$ cat src/rtl/serial_sub_pkg.sv
// Shared constants and types for the bit-serial subtractor tile.
package serial_sub_pkg;

  localparam int WIDTH = 6;
  localparam int CNT_W = 3;

  // Counter value on the edge that processes the MSB.
  localparam logic [CNT_W-1:0] LAST_BIT = CNT_W'(WIDTH - 1);

  // Only the two debug/status bits of the bidirectional bus are driven.
  localparam logic [7:0] UIO_OE = 8'b1100_0000;

  typedef enum logic [1:0] {
    IDLE  = 2'd0,
    SHIFT = 2'd1,
    DONE  = 2'd2
  } state_t;

endpackage

$ cat src/rtl/full_subtractor_cell.sv
// One-bit full subtractor: d = a - b - bin, with borrow out.
module full_subtractor_cell (
  input  logic a,
  input  logic b,
  input  logic bin,
  output logic d,
  output logic bout
);

  // Borrow when b exceeds a, or when a equals b and a borrow arrives.
  assign d    = a ^ b ^ bin;
  assign bout = (~a & b) | (~(a ^ b) & bin);

endmodule

$ cat src/rtl/tt_um_serial_subtractor_yoda.sv
// Bit-serial 6-bit subtractor D = A - B - Bin, LSB first, one bit per clock.
module tt_um_serial_subtractor_yoda
  import serial_sub_pkg::*;
(
  input  logic [7:0] ui_in,
  output logic [7:0] uo_out,
  input  logic [7:0] uio_in,
  output logic [7:0] uio_out,
  output logic [7:0] uio_oe,
  input  logic       ena,
  input  logic       clk,
  input  logic       rst_n
);

  // Input field decode.
  logic [WIDTH-1:0] a_in;
  logic [WIDTH-1:0] b_in;
  logic             start;
  logic             bin;

  assign a_in  = ui_in[WIDTH-1:0];
  assign start = ui_in[6];
  assign bin   = ui_in[7];
  assign b_in  = uio_in[WIDTH-1:0];

  wire unused = &{1'b0, ena, uio_in[7:6]};

  // Datapath and control state.
  state_t           state;
  logic [WIDTH-1:0] a_sr;
  logic [WIDTH-1:0] b_sr;
  logic [WIDTH-1:0] d_sr;
  logic             br;
  logic [CNT_W-1:0] cnt;
  logic [WIDTH-1:0] d_res;
  logic             bout_res;
  logic             busy;
  logic             done;

  logic cell_d;
  logic cell_bout;

  full_subtractor_cell u_cell (
    .a    (a_sr[0]),
    .b    (b_sr[0]),
    .bin  (br),
    .d    (cell_d),
    .bout (cell_bout)
  );

  // FSM, shift registers, borrow flop and result registers.
  // NOTE: every register here, including the result, is asynchronously
  // cleared so a reset mid-operation leaves the outputs reading zero.
  always_ff @(posedge clk or negedge rst_n) begin
    if (!rst_n) begin
      state    <= IDLE;
      a_sr     <= '0;
      b_sr     <= '0;
      d_sr     <= '0;
      br       <= 1'b0;
      cnt      <= '0;
      d_res    <= '0;
      bout_res <= 1'b0;
      busy     <= 1'b0;
      done     <= 1'b0;
    end else begin
      // NOTE: non-blocking assignments so every branch reads the pre-edge
      // values of the shift registers and borrow.
      case (state)
        IDLE: begin
          if (start) begin
            a_sr  <= a_in;
            b_sr  <= b_in;
            br    <= bin;
            cnt   <= '0;
            busy  <= 1'b1;
            state <= SHIFT;
          end
        end

        SHIFT: begin
          a_sr <= a_sr >> 1;
          b_sr <= b_sr >> 1;
          d_sr <= {cell_d, d_sr[WIDTH-1:1]};
          br   <= cell_bout;
          cnt  <= cnt + 1'b1;
          if (cnt == LAST_BIT) begin
            d_res    <= {cell_d, d_sr[WIDTH-1:1]};
            bout_res <= cell_bout;
            busy     <= 1'b0;
            done     <= 1'b1;
            state    <= DONE;
          end
        end

        DONE: begin
          // Holding start keeps us here so one pulse launches one operation.
          if (!start) begin
            done  <= 1'b0;
            state <= IDLE;
          end
        end

        default: begin
          busy  <= 1'b0;
          done  <= 1'b0;
          state <= IDLE;
        end
      endcase
    end
  end

  // Output packing; the serial debug bit is gated so it reads 0 outside SHIFT.
  assign uo_out  = {done, bout_res, d_res};
  assign uio_out = {cell_d & (state == SHIFT), busy, 6'b0};
  assign uio_oe  = UIO_OE;

endmodule

$ cat config.mk
export PLATFORM = sky130hd
export DESIGN_NAME = tt_um_serial_subtractor_yoda
export DESIGN_NICKNAME = d
export VERILOG_FILES = /design/src/rtl/serial_sub_pkg.sv /design/src/rtl/full_subtractor_cell.sv /design/src/rtl/tt_um_serial_subtractor_yoda.sv
export SDC_FILE = /design/constraint.sdc
export NUM_CORES = 1
export LEC_CHECK = 0
export BUFFER_PORTS_ARGS = -buffer_cell sky130_fd_sc_hd__buf_2
export CAP_MARGIN = 5
export CORE_MARGIN = 5
export CORE_UTILIZATION = 52
export DETAILED_ROUTE_END_ITERATION = 16
export PLACE_DENSITY = 0.8
export SYNTH_ARGS = -nofsm -noshare
export SYNTH_HDL_FRONTEND = slang
export SYNTH_SLANG_ARGS = --single-unit
$ cat constraint.sdc
create_clock -name clk -period 2.43 [get_ports clk]
set_input_delay 0.6075 -clock clk [delete_from_list [all_inputs] [get_ports clk]]
set_output_delay 0.6075 -clock clk [all_outputs]
set_load 0.005 [all_outputs]
# ---- Word-level counts from Yosys, hierarchy flattened
# Cells that the tools add are included.
dict set report classes {
  addsub 1
  n_eq_ne 6
  muxes 18
  bitwise 10
  reduce_logical 7
}
# cell count
set op_table {}
lappend op_table {{6-bit one-hot mux with 2 select lines} 2}
lappend op_table {{6-bit two-way mux} 2}
lappend op_table {{3-bit AND reduction} 3}
lappend op_table {{2-bit two-way mux} 3}
lappend op_table {{2-bit inequality test, second input constant} 3}
lappend op_table {{1-bit one-hot mux with 3 select lines} 2}
lappend op_table {{2-bit one-hot mux with 3 select lines} 1}
lappend op_table {{3-bit one-hot mux with 2 select lines} 1}
lappend op_table {{1-bit two-way mux} 5}
lappend op_table {{1-bit NOT} 4}
lappend op_table {{2-bit AND reduction} 2}
lappend op_table {{3-bit by 1-bit adder with 3-bit output, second input constant} 1}
lappend op_table {{1-bit AND} 3}
lappend op_table {{3-bit equality test, second input constant} 1}
lappend op_table {{3-bit two-way mux} 1}
lappend op_table {{2-bit by 1-bit equality test with 1-bit output, second input constant} 1}
lappend op_table {{2-bit equality test, second input constant} 1}
lappend op_table {{2-bit logical NOT} 1}
lappend op_table {{1-bit one-hot mux with 2 select lines} 1}
lappend op_table {{2-bit nonzero test} 1}
lappend op_table {{1-bit bitwise XOR} 2}
lappend op_table {{1-bit bitwise OR} 1}
dict set report totals {
  register_bits 33
  output_inout_bits 24
  wordCells 52
}

# ---- Depth between registers and ports, before layout
dict set report logic_depth {
  word_depth 5
  depth_mapped 5
}

# ---- Modules after synthesis
# Synthesis repeated with hierarchy kept, for this count alone.
dict set report unflattened {
  hier_cells 139
  hier_area_um2 1517.7
}
# mod instances cells_per_inst area_per_inst_um2 seq_area_each_um2
set modules_own_cells {}
lappend modules_own_cells {tt_um_serial_subtractor_yoda 1 135 1486.4 800.8}
lappend modules_own_cells {full_subtractor_cell 1 4 31.3 0.0}

# ---- Worst setup path after synthesis
# OpenSTA, ideal clock, no wires.
dict set report synth_timing {
  path_kind {register to output}
  start {register b_sr[0]}
  end {output uio_out[7]}
  arrival_ns 1.071
  setup_slack_ns 0.751
  stages_incl_launch_ff 4
  cell_sequence {dfrtp_1 > inv_1 > fa_1 > and2_1}
}
dict set report synth_via {
  elab_chain_len 3
}
# item line
set synth_rtl {}
lappend synth_rtl {{from (decl)} tt_um_serial_subtractor_yoda.sv:31} ;# logic [WIDTH-1:0] b_sr;
lappend synth_rtl {{from (signal assigned)} tt_um_serial_subtractor_yoda.sv:73} ;# b_sr <= b_in;
lappend synth_rtl {{from (signal assigned)} tt_um_serial_subtractor_yoda.sv:83} ;# b_sr <= b_sr >> 1;
lappend synth_rtl {{1-bit bitwise XOR (2 in series)} full_subtractor_cell.sv:11} ;# assign d = a ^ b ^ bin;
lappend synth_rtl {{named net cell_d} tt_um_serial_subtractor_yoda.sv:40} ;# logic cell_d;
lappend synth_rtl {{1-bit AND} tt_um_serial_subtractor_yoda.sv:115} ;# assign uio_out = {cell_d & (state == SHIFT), busy, 6'b0};
lappend synth_rtl {{to (decl)} tt_um_serial_subtractor_yoda.sv:8} ;# output logic [7:0] uio_out,
# The timed path passes the listed nets, and every way through them passes these cells.

# ---- Final worst setup path
# Ends and elaborated chain as after synthesis.

==> flow_summary.toml <==
[outcome]
status = "completed"

[detailed_routing]
vias = 1050
drt_iter0_drc = 34
viasPerCell = 5.469
routed_wl_mm = 2.922
ant_nets = 0
post_drt_wl_per_cell_um = 15.22
drc = 0
drtPass1Iterations = 4

[final_layout]
nNetsFinal = 182
final_area_um2 = 1642
nFillCells = 228
layout.cells.non_filler = 192
fin_util = 0.5852
syn_to_final_growth_pct = 6.235
insertedDiodeCount = 0
layout-drive-gt1-share = 0.2422

[global_route]
grt_pass1_wl_mm = 4.954
grtUsageTotal = 0.1588
grt_pass1_vias = 1093
overflow = 0
antenna_found_initial = 0
grt_max_degree = 33

[sta]
timing.hold.ws_ps = 298.8
setup_viol = 0
slew_headroom = 0.5385
fin_crit_ps = 2246
worst_slew_pin_slew_ps = 692.3
clock_skew_ps = 7.700
fmax_mhz = 445.2
period_share = 0.9243
hold_violations = 0
setup_tns_ps = 0
finalMaxSlewViolations = 0
grt_setup_unrepaired = "false"
worst_slack_ps = 184.0

[worst_setup_path]
rrSetupSlack_ps = 1020
critical_path_arrival_ps = 1640
cp_max_fo = 3
timing.rr.end = "d_res[1]$_DFFE_PN0P_"
cp_data_required_time_ps = 1820
r2r-start = "cnt[1]$_DFFE_PN0P_"
reg2regPathDepth = 4
start_kind = "flop"
end_kind = "output pin"
critPathKind = "reg2out"

[clock_tree]
ctsResizeCount = 0
tritoncts = "done"
clk_pin_slew_ps = 100
clockBufferDepth = 2
h-tree-depth = 2
cts_setup_buffers = 0
cts_hold_buffers = 0
cts_sinks = 32
insertion_delay_ps = 350
cts_buffers = 5
cts.root.buffer_cell = "clkbuf_4"

[synth]
yosys_warnings = 0
synth-edff-count = 0
synth_cell_types = 34
ys_async_sr_fraction = 1.000
synth.area.top_cells = "dfrtp_1 (52%), buf_4 (8.3%), o22ai_1 (5.7%), nand2_1 (4.4%), a2bb2oi_1 (2.8%)"
ys.flop_type = "dfrtp_1"
yosys.area.top_type = "dfrtp_1"
synth_top_area_share = 0.5182
ys_ff_latch = 32
seq_area_frac_synth = 0.5182
syn_area_um2 = 1545
syn_inst = 140
synth.avg_cell_area_um2 = 11.04
ys_top_cells_by_count = "dfrtp_1 (32), nand2_1 (18), buf_4 (17), o22ai_1 (14)"
synth_most_common_cell = "dfrtp_1"

[power_and_ir_drop]
p_leak_nw = 0.8197
vdd.ir_drop.worst_v = 0.0005561
p_per_area_nw_per_um2 = 1318
power_mw = 2.163

[floorplan]
fp.dieW_um = 64.51
io_pins = 43
row_count = 19
dieHeight_um = 64.51
die_area_um2 = 4162
core_um2 = 2805
initial_core_util = 0.5508

[placed_design]
gp_congestion = 0.7230
pre_cts_ws_ps = 557.0
dp_hpwl_mm = 2.094
io_buffers = 25
placed_area_um2 = 1580
dp_cells = 184

[run]
drv_cap = 0

[hold_path]
min_path_type = "in2async"
## worst max-delay path by stage
| stage | from | to | slack [ps] |
|---|---|---|---|
| 3_5_place_dp | b_sr[0]$_DFFE_PN0P_ | uio_out[7] | 560 |
| 6_report | b_sr[0]$_DFFE_PN0P_ | uio_out[7] | 180 |
| 3_3_place_gp | b_sr[0]$_DFFE_PN0P_ | uio_out[7] | 560 |
| 4_1_cts | b_sr[0]$_DFFE_PN0P_ | uio_out[7] | 160 |
| 5_1_grt | b_sr[0]$_DFFE_PN0P_ | uio_out[7] | 60 |
| 2_1_floorplan | b_sr[0]$_DFFE_PN0P_ | uio_out[7] | 750 |
## sequential cells by signal, indices dropped and copies added (netlist names)
signal,count
a_sr,6
b_sr,6
d_res,6
d_sr,5
cnt,3
state,2
bout_res,1
br,1
busy,1
done,1
## power by group
part	switching, mW	internal (mW)	total (mW)
Sequential	0.189	0.785	0.975
Clock	0.186	0.137	0.323
Combinational	0.431	0.435	0.865
Total	0.806	1.36	2.16
## layout by cell type (no fill, tap or decap), types with 3 or more instances in the layout
master	count
o22ai_1	14
o21ai_0	4
conb_1	14
mux2_2	3
nand2b_1	4
a21oi_1	4
dfrtp_1	32
inv_1	5
mux2_1	3
nand2_1	18
a2bb2oi_1	5
clkbuf_4	5
buf_2	25
## critical path: stages, from the launching register on
cell and delay [ps]:
dfrtp_1 390, inv_1 70, fa_1 560, and2_1 150
buf_2 120
## per-layer routing
metal | track usage | wire length, µm | part of all wire | vias to the layer above
met3 | 0.04491 | 169 | 0.058 | 9
met4 | 0.1108 | 82 | 0.028 | 0
met5 | 0 | 0 | 0 | -
met1 | 0.1890 | 1207 | 0.41 | 513
li1 | - | - | - | 504
met2 | 0.2487 | 1463 | 0.50 | 24
## cell type report
type	instances	area (µm²)	share of cell area
inverters	5	18.77	0.01143
well taps	31	38.79	0.02363
clock buffers	6	51.30	0.03125
flip-flops and latches	32	800.8	0.4878
repair buffers	25	125.1	0.07622
clock inverters	2	10.01	0.006098
multi-input cells	91	596.8	0.3636
## kinds of logic (layout without fill, tap and decap cells)
group | Yosys count | in the layout | synth area share
simple gates | 30 | 30 | 0.1053
fa+ha+maj | 3 | 3 | 0.02915
compound gates | 37 | 37 | 0.1676
other cells | 2 | 14 | 0.004860
flops | 32 | 32 | 0.5182
buf+inv | 29 | 38 | 0.1247
mux | 7 | 7 | 0.05020
Power figures use the tool's default switching activity.
